`src/rtl/pipeline_ctrl_pkg.sv`:
```
// Shared types for the pipeline stall/flush sequencer.
//   ctrl_state_e : sequencer FSM states
//   pipe_ctrl_t  : one bundle of buffer-register enables and bubble-load flushes
package pipeline_ctrl_pkg;

  typedef enum logic [1:0] {
    StRun,
    StMemWait,
    StDrain,
    StHalted
  } ctrl_state_e;

  typedef struct packed {
    logic pc_we;
    logic if_id_we;
    logic id_ex_we;
    logic ex_mem_we;
    logic mem_wb_we;
    logic if_id_flush;
    logic id_ex_flush;
  } pipe_ctrl_t;

  // Every register advances, nothing is squashed.
  localparam pipe_ctrl_t CtrlRun = '{
    pc_we:       1'b1,
    if_id_we:    1'b1,
    id_ex_we:    1'b1,
    ex_mem_we:   1'b1,
    mem_wb_we:   1'b1,
    if_id_flush: 1'b0,
    id_ex_flush: 1'b0
  };

  // Whole pipeline frozen.
  localparam pipe_ctrl_t CtrlHold = '0;

endpackage

```
`src/rtl/load_use_detect.sv`:
```
// Load-use hazard compare: the load in EX writes a register the instruction in ID reads.
// Ports:
//   id_rs1, id_rs2 : source registers of the instruction in ID
//   ex_rd          : destination of the instruction in EX
//   ex_memread     : instruction in EX is a load
//   hazard         : one bubble is required
module load_use_detect (
  input  logic [4:0] id_rs1,
  input  logic [4:0] id_rs2,
  input  logic [4:0] ex_rd,
  input  logic       ex_memread,
  output logic       hazard
);

  // x0 is hardwired to zero, so a load targeting it never creates a dependency.
  assign hazard = ex_memread & (ex_rd != 5'd0) & ((ex_rd == id_rs1) | (ex_rd == id_rs2));

endmodule

```
`src/rtl/pipeline_ctrl.sv`:
```
// Stall/flush sequencer for the 5-stage pipeline. Resolves load-use hazards, EX redirects,
// data-memory wait states and halt drain; keeps saturating stall/flush counters.
// Ports:
//   clk, reset                     : clock, synchronous active-high reset
//   id_rs1, id_rs2, id_halt        : ID-stage decode info
//   ex_rd, ex_memread, ex_redirect : EX-stage info
//   dmem_req, dmem_ready           : MEM-stage handshake
//   pc_we .. mem_wb_we             : buffer register enables
//   if_id_flush, id_ex_flush       : load a bubble instead of data
//   halted, mem_err                : sticky status
//   stall_cnt, flush_cnt           : saturating perf counters
module pipeline_ctrl
  import pipeline_ctrl_pkg::*;
#(
  parameter int unsigned CNT_W        = 16,
  parameter int unsigned DRAIN_CYCLES = 3,
  parameter int unsigned MEM_TIMEOUT  = 255
) (
  input  logic             clk,
  input  logic             reset,
  input  logic [4:0]       id_rs1,
  input  logic [4:0]       id_rs2,
  input  logic             id_halt,
  input  logic [4:0]       ex_rd,
  input  logic             ex_memread,
  input  logic             ex_redirect,
  input  logic             dmem_req,
  input  logic             dmem_ready,
  output logic             pc_we,
  output logic             if_id_we,
  output logic             id_ex_we,
  output logic             ex_mem_we,
  output logic             mem_wb_we,
  output logic             if_id_flush,
  output logic             id_ex_flush,
  output logic             halted,
  output logic             mem_err,
  output logic [CNT_W-1:0] stall_cnt,
  output logic [CNT_W-1:0] flush_cnt
);

  localparam int unsigned WaitW  = (MEM_TIMEOUT > 1) ? $clog2(MEM_TIMEOUT + 1) : 1;
  localparam int unsigned DrainW = (DRAIN_CYCLES > 1) ? $clog2(DRAIN_CYCLES + 1) : 1;

  ctrl_state_e       state_q, state_d;
  ctrl_state_e       ret_q, ret_d;
  logic [WaitW-1:0]  wait_q, wait_d;
  logic [DrainW-1:0] drain_q, drain_d;
  logic              mem_err_q, mem_err_d;
  logic [CNT_W-1:0]  stall_q, stall_d;
  logic [CNT_W-1:0]  flush_q, flush_d;

  pipe_ctrl_t ctrl, ctrl_out;
  logic       lu_hazard, mem_stall, drain_mode, stall_ev, flush_ev;

  load_use_detect u_load_use_detect (
    .id_rs1     (id_rs1),
    .id_rs2     (id_rs2),
    .ex_rd      (ex_rd),
    .ex_memread (ex_memread),
    .hazard     (lu_hazard)
  );

  assign mem_stall = dmem_req & ~dmem_ready;
  // While waiting on memory, the decode follows the state we will return to.
  assign drain_mode = (state_q == StDrain) | ((state_q == StMemWait) & (ret_q == StDrain));

  always_comb begin
    ctrl      = CtrlRun;
    state_d   = state_q;
    ret_d     = ret_q;
    wait_d    = wait_q;
    drain_d   = drain_q;
    mem_err_d = mem_err_q;
    stall_ev  = 1'b0;
    flush_ev  = 1'b0;

    if (state_q == StHalted) begin
      ctrl = CtrlHold;
    end else if (mem_stall) begin
      ctrl     = CtrlHold;
      stall_ev = 1'b1;
      state_d  = StMemWait;
      if (state_q != StMemWait) begin
        ret_d = drain_mode ? StDrain : StRun;
      end
      if (MEM_TIMEOUT != 0) begin
        wait_d = wait_q + 1'b1;
        if (wait_d == WaitW'(MEM_TIMEOUT)) begin
          mem_err_d = 1'b1;
          state_d   = StHalted;
        end
      end
    end else begin
      wait_d = '0;
      if (ex_redirect) begin
        // Also cancels a drain: the halt in flight was on the wrong path.
        ctrl.if_id_flush = 1'b1;
        ctrl.id_ex_flush = 1'b1;
        flush_ev         = 1'b1;
        drain_d          = '0;
        state_d          = StRun;
      end else if (drain_mode) begin
        ctrl.pc_we       = 1'b0;
        ctrl.if_id_flush = 1'b1;
        drain_d          = drain_q + 1'b1;
        state_d          = (drain_d == DrainW'(DRAIN_CYCLES)) ? StHalted : StDrain;
      end else if (lu_hazard) begin
        ctrl.pc_we       = 1'b0;
        ctrl.if_id_we    = 1'b0;
        ctrl.id_ex_flush = 1'b1;
        stall_ev         = 1'b1;
        state_d          = StRun;
      end else if (id_halt) begin
        drain_d = '0;
        state_d = StDrain;
      end else begin
        state_d = StRun;
      end
    end

    stall_d = (stall_ev && !(&stall_q)) ? stall_q + 1'b1 : stall_q;
    flush_d = (flush_ev && !(&flush_q)) ? flush_q + 1'b1 : flush_q;
  end

  always_ff @(posedge clk) begin
    if (reset) begin
      state_q   <= StRun;
      ret_q     <= StRun;
      wait_q    <= '0;
      drain_q   <= '0;
      mem_err_q <= 1'b0;
      stall_q   <= '0;
      flush_q   <= '0;
    end else begin
      state_q   <= state_d;
      ret_q     <= ret_d;
      wait_q    <= wait_d;
      drain_q   <= drain_d;
      mem_err_q <= mem_err_d;
      stall_q   <= stall_d;
      flush_q   <= flush_d;
    end
  end

  assign ctrl_out    = reset ? CtrlHold : ctrl;
  assign pc_we       = ctrl_out.pc_we;
  assign if_id_we    = ctrl_out.if_id_we;
  assign id_ex_we    = ctrl_out.id_ex_we;
  assign ex_mem_we   = ctrl_out.ex_mem_we;
  assign mem_wb_we   = ctrl_out.mem_wb_we;
  assign if_id_flush = ctrl_out.if_id_flush;
  assign id_ex_flush = ctrl_out.id_ex_flush;
  assign halted      = (state_q == StHalted) & ~reset;
  assign mem_err     = mem_err_q & ~reset;
  assign stall_cnt   = stall_q;
  assign flush_cnt   = flush_q;

endmodule

```
`config.mk`:
```
export PLATFORM = sky130hd
export DESIGN_NAME = pipeline_ctrl
export DESIGN_NICKNAME = d
export VERILOG_FILES = /design/src/rtl/pipeline_ctrl_pkg.sv /design/src/rtl/load_use_detect.sv /design/src/rtl/pipeline_ctrl.sv
export SDC_FILE = /design/constraint.sdc
export NUM_CORES = 1
export LEC_CHECK = 0
export CAP_MARGIN = 20
export CORE_ASPECT_RATIO = 1.5
export CORE_UTILIZATION = 50
export CTS_CLUSTER_SIZE = 16
export DETAILED_ROUTE_END_ITERATION = 8
export PLACE_DENSITY = 0.81
export SYNTH_ARGS = -nofsm -noshare
export SYNTH_HDL_FRONTEND = slang
export SYNTH_SLANG_ARGS = --single-unit
```
`constraint.sdc`:
```
create_clock -name clk -period 2.3 [get_ports clk]
set_input_delay 0.575 -clock clk [delete_from_list [all_inputs] [get_ports clk]]
set_output_delay 0.575 -clock clk [all_outputs]
set_load 0.005 [all_outputs]
```
==> Yosys cells after proc, flatten, opt, wreduce, memory -nomap -nowiden <==
Index checks and enable logic that the tools add are counted.
{ "classes": {"addsub": 4, "multipliers": 0, "n_div": 0, "order_cmp": 0, "eq_ne": 10, "shift": 0, "n_mux": 32, "n_bitwise": 12, "reduce_logical": 11} }
{ "op_table": {"columns": ["cell", "n"], "rows": [
  ["adder 16 x 1 -> 16 bit, second input constant", 2],
  ["2-to-1 mux 2 bit", 16],
  ["AND reduction 16 bit", 2],
  ["2-to-1 mux 7 bit", 2],
  ["2-to-1 mux 1 bit", 12],
  ["equality test 5 bit", 2],
  ["adder 8 x 1 -> 8 bit, second input constant", 1],
  ["equality test 2 bit, second input constant", 4],
  ["equality test 8 bit, second input constant", 1],
  ["2-to-1 mux 8 bit", 1],
  ["AND 1 bit", 6],
  ["AND reduction 3 bit", 2],
  ["nonzero test 5 bit", 1],
  ["inverter 1 bit", 4],
  ["AND reduction 4 bit", 1],
  ["2-to-1 mux 3 bit", 1],
  ["inequality test 3 x 2 -> 1 bit, second input constant", 1],
  ["nonzero test 3 bit", 1],
  ["adder 2 x 1 -> 2 bit, second input constant", 1],
  ["equality test 2 x 1 -> 1 bit, second input constant", 1],
  ["logical AND 1 bit", 2],
  ["zero test 1 bit", 2],
  ["inequality test 2 x 1 -> 1 bit, second input constant", 1],
  ["OR 1 bit", 2]
]} }
{ "word_totals": {"regBits": 47, "latchBits": 0, "ramBits": 0, "romBits": 0, "inputBits": 22, "out_inout_bits": 41, "mem_count": 0} }

==> Depth between registers and ports, before layout <==
{ "depth": {"word_depth": 9, "mapped_depth": 8, "depth_no_buf": 6} }

==> Hierarchy <==
A second synthesis with hierarchy kept.
{ "unflattened": {"hier_cells": 338, "hier_area_um2": 2738.9} }
{ "modules_own_cells": {"columns": ["module", "instances", "cells_per_inst", "area_per_inst_um2"], "rows": [
  ["pipeline_ctrl", 1, 321, 2613.8],
  ["load_use_detect", 1, 17, 125.1]
]} }

==> Least setup slack after synthesis <==
OpenSTA, ideal clock, no wires.
{ "synth_timing": {"path_kind": "input to output", "start": "input port ex_rd[0]", "end": "output port id_ex_flush", "t_arrival_ns": 1.642, "path_slack_ns": 0.083, "stages": 5, "n_path_buf": 0, "cell_sequence": "or4_1 -> o21ai_2 -> nand2b_1 -> nor2_1 -> o21a_1"} }
{ "synth_between": {"elab_chain_cells": 9, "word_cells_on_any_way": 12} }
{ "synth_rtl": {"columns": ["element", "line", "source"], "rows": [
  ["from (decl)", "pipeline_ctrl.sv:24", "input logic [4:0] ex_rd,"],
  ["equality test 5 bit or nonzero test 5 bit (tied branches)", "load_use_detect.sv:16", "assign hazard = ex_memread & (ex_rd != 5'd0) & ((ex_rd == id_rs1) | (ex_rd == id_rs2));"],
  ["OR 1 bit or AND 1 bit (tied branches)", "load_use_detect.sv:16", null],
  ["AND 1 bit (*)", "load_use_detect.sv:16", null],
  ["2-to-1 mux 1 bit (*)", "pipeline_ctrl.sv:108", "end else if (lu_hazard) begin"],
  ["2-to-1 mux 1 bit (*)", "pipeline_ctrl.sv:103", "end else if (drain_mode) begin"],
  ["2-to-1 mux 2 bit (*)", "pipeline_ctrl.sv:96", "if (ex_redirect) begin"],
  ["2-to-1 mux 2 bit (*)", "pipeline_ctrl.sv:80", "end else if (mem_stall) begin"],
  ["2-to-1 mux 7 bit (*)", "pipeline_ctrl.sv:78", "if (state_q == StHalted) begin"],
  ["2-to-1 mux 7 bit (*)", "pipeline_ctrl.sv:146", "assign ctrl_out = reset ? CtrlHold : ctrl;"],
  ["to (decl)", "pipeline_ctrl.sv:35", "output logic id_ex_flush,"]
]} }
Every way passes the cells marked *; elsewhere a longest branch is shown, timed or not.

==> Final worst setup path <==
{ "layout_timing": {"start": "input port ex_rd[2]", "end": "output port id_ex_flush"} }
Same word-level chain as after synthesis.

==> flow_metrics.env <==
export IMPL_cellPowerDensity_mw_per_mm2=445
export IMPL_finalHoldViolCount=0
export IMPL_setup_ws_ps=-197
export IMPL_finalSetupTns_ps=-473
export IMPL_synth_top_cell_by_area="dfxtp_1"
export IMPL_setup_viol=3
export IMPL_cts_tree="built"
export IMPL_seqCellArea_um2=921
export IMPL_synth_cell_type_count=49
export IMPL_grt_max_degree=33
export IMPL_critPathCaptureType="primary output"
export IMPL_power_frac_clock_pct=35.1
export IMPL_vias=2649
export IMPL_die_w_um=60.6
export IMPL_period_minus_slack_ps=2500
export IMPL_async_reset_ff_share_pct=0
export IMPL_grt_pass1_vias=2551
export IMPL_synth_seq_cells=46
export IMPL_cp_slowest_cell="or4_4"
export IMPL_worstSetupPathType="in2out"
export IMPL_fillers=391
export IMPL_hold_depth=2
export IMPL_clkSinkCount=46
export IMPL_r2r_start="stall_cnt[4]"
export IMPL_worstPathArrival_ps=1920
export IMPL_cts_clk_slew_worst_paths_ps=80
export IMPL_area_growth_pct=39.9
export IMPL_rsz0062_at_grt="true"
export IMPL_p_int_mw=1.20
export IMPL_fmax_ghz=0.400
export IMPL_synth_top_area_share_pct=35.8
export IMPL_crit_required_ps=1730
export IMPL_grt_pass1_wl_um=10800
export IMPL_ys_top_cells_by_count="dfxtp_1, nand3_1, nor2_1, nand2_1"
export IMPL_ctsLongestPathBuffers=2
export IMPL_status="finished, violations left"
export IMPL_rr_endpoint="stall_cnt[5]"
export IMPL_initial_core_util_pct=52.6
export IMPL_ctsHoldBuffers=0
export IMPL_synth_edf_count=0
export IMPL_num_io_pins=63
export IMPL_drive_above_1_share_pct=18.4
export IMPL_ir_worst_vdd_uv=312
export IMPL_min_to="drain_q[1]"
export IMPL_critPathLaunchType="input pin"
export IMPL_globalplace_congestion=0.807
export IMPL_drtIter0Drc=146
export IMPL_slew_limit_headroom_pct=73.8
export IMPL_switching_power_uw=399
export IMPL_drc=0
export IMPL_critical_path_peak_fanout=2
export IMPL_final_nets=423
export IMPL_hpwl_um=4690
export IMPL_multi_input_area_mm2=0.00158
export IMPL_grt_usage_pct=25.4
export IMPL_hp_start="drain_q[1]"
export IMPL_leakagePower_nw=1.31
export IMPL_path_cells="buf_6, or4_4, o21ai_2, buf_4, nand2b_4, nor2_4, o21a_1, buf_2"
export IMPL_ys_seq_area_share_pct=35.8
export IMPL_die_h_um=89.9
export IMPL_hold_path_class="reg2reg"
export IMPL_seqPwrFrac_pct=50.9
export IMPL_routed_via_density=5.72
export IMPL_clock_latency_ps=310
export IMPL_syn_cell_area_mm2=0.00257
export IMPL_cts_root_buf="clkbuf_8"
export IMPL_yosys_warnings=0
export IMPL_synthTopCellsByArea="dfxtp_1, xnor2_1, nand3_1"
export IMPL_yosysMostFrequentCell="dfxtp_1"
export IMPL_dr_pass1_iters=4
export IMPL_pwr_share_comb_pct=14.0
export IMPL_worstMarginPinSlew_ps=393
export IMPL_critical_path_max_stage_delay_ps=520
export IMPL_synthCells=312
export IMPL_synth_nets=339
export IMPL_period_share_pct=109
export IMPL_violations="setup timing"
export IMPL_coreArea_mm2=0.00489
export IMPL_wire_per_inst_um=14.7
export IMPL_p_sw_share_pct=24.9
export IMPL_final_antenna_net_count=0
export IMPL_drv_slew=0
export IMPL_rrSetupSlack_ps=250
export IMPL_htree_levels=2
export IMPL_rows=31
export IMPL_antenna_cells=0
export IMPL_drv_cap=0
export IMPL_avgSynthCellArea_um2=8.25
export IMPL_final_core_util_pct=73.6
export IMPL_antenna_found_initial=0
export IMPL_numCtsBuffers=5
export IMPL_r2r_cells=6
export IMPL_clock_skew_ps=13.5
export IMPL_routed_wl_um=6800
export IMPL_overflow=0
export IMPL_synthFlopType="dfxtp_1"
export IMPL_io_buffers=62
export IMPL_dieArea_mm2=0.00544
[worst max-delay path, delay by kind of cell]
family | cells | cell delay [ps]
buf+inv | 3 | 340
compound gates | 2 | 320
simple gates | 3 | 680
[sequential cells by signal, summed over array words and instances, names as in the netlist]
name,count
stall_cnt,16
flush_cnt,16
mem_err_q,1
ret_q,1
drain_q,2
wait_q,8
state_q,2
[cell usage in the layout (no fill, tap or decap), types with 3 or more instances in the layout]
master	count
nand2b_1	5
buf_2	5
buf_4	25
or3_1	14
nor2_1	23
and4_1	3
o21ai_2	3
xnor2_1	17
a21oi_2	7
nand4_1	4
ha_1	5
or4_1	8
inv_1	11
and2_1	4
nand2_1	22
nor2b_1	3
clkbuf_8	7
o21ai_1	5
clkdlybuf4s50_1	36
xor2_1	7
dlygate4sd2_1	7
buf_6	3
dfxtp_1	46
o31ai_1	10
a21oi_1	16
and3_1	5
nand3_1	27
nor3_1	4
o21ai_0	15
dlymetal6s2s_1	7
[metal layers]
layer / wire length (um) / share of wire [%] / GRT usage [%] / up-vias
met5: 0 / 0 / 0 / -
li1: - / - / - / 1300
met2: 3580 / 53 / 45.3 / 71
met1: 2660 / 39 / 26.3 / 1249
met4: 320 / 4.7 / 15.0 / 0
met3: 231 / 3.4 / 4.03 / 29
[worst max-delay path by stage]
stage,slack (ps),startpoint,to
6_report,-200,ex_rd[2],id_ex_flush
5_1_grt,-270,ex_rd[2],id_ex_flush
4_1_cts,-200,ex_rd[2],id_ex_flush
3_5_place_dp,-830,ex_rd[0],if_id_we
3_3_place_gp,-780,ex_rd[0],if_id_we
2_1_floorplan,80,ex_rd[0],id_ex_flush
[power by group through the flow]
stage | Clock [mW] | Combinational [mW] | Sequential [mW]
floorplan | 0 | 0.0958 | 0.833
global placement | 0 | 0.203 | 0.833
finish | 0.562 | 0.224 | 0.815
CTS | 0.562 | 0.222 | 0.815
detailed placement | 0 | 0.207 | 0.833
global route | 0.596 | 0.241 | 0.817
[repair_timing]
item,CTS,global route
pin swaps,13,16
gates resized for setup,60,15
endpoints found under the hold margin,0,0
setup endpoints to repair,25,18
cloned,1,0
setup buffers,5,1
[area by class of cell]
cell class              instances  area share [%]
clock inverters                 1           0.243
well taps                      66            2.29
clock buffers                   7            2.68
flip-flops and latches         46            25.6
multi-input cells             240            43.8
repair buffers                 91            24.2
inverters                      12            1.25
[per-stage QoR]
step / setup WS (ps) / cell area, um2 / cells / hold WS (ps) / power (mW)
2_1_floorplan: 82.8 / 2570 / 312 / 433 / 0.929
3_3_place_gp: -776 / 3380 / 450 / 444 / 1.04
3_5_place_dp: -832 / 3380 / 450 / 453 / 1.04
4_1_cts: -205 / 3560 / 463 / 464 / 1.60
5_1_grt: -265 / 3600 / 463 / 477 / 1.65
6_report: -197 / 3600 / 463 / 460 / 1.60
[cell families (layout without fill, tap and decap cells)]
kind of cell             count (synthesis)  in the layout  synth area share (%)
AO/OA/AOI/OAI                           72             72                  18.5
XOR/XNOR                                25             25                  8.51
adder cells (fa/ha/maj)                  5              5                  2.43
buffers and inverters                   26            111                  5.35
flip-flops                              46             46                  35.8
multiplexers                             2              2                 0.778
AND/OR/NAND/NOR                        136            136                  28.6
(Power assumes the default switching activity.)
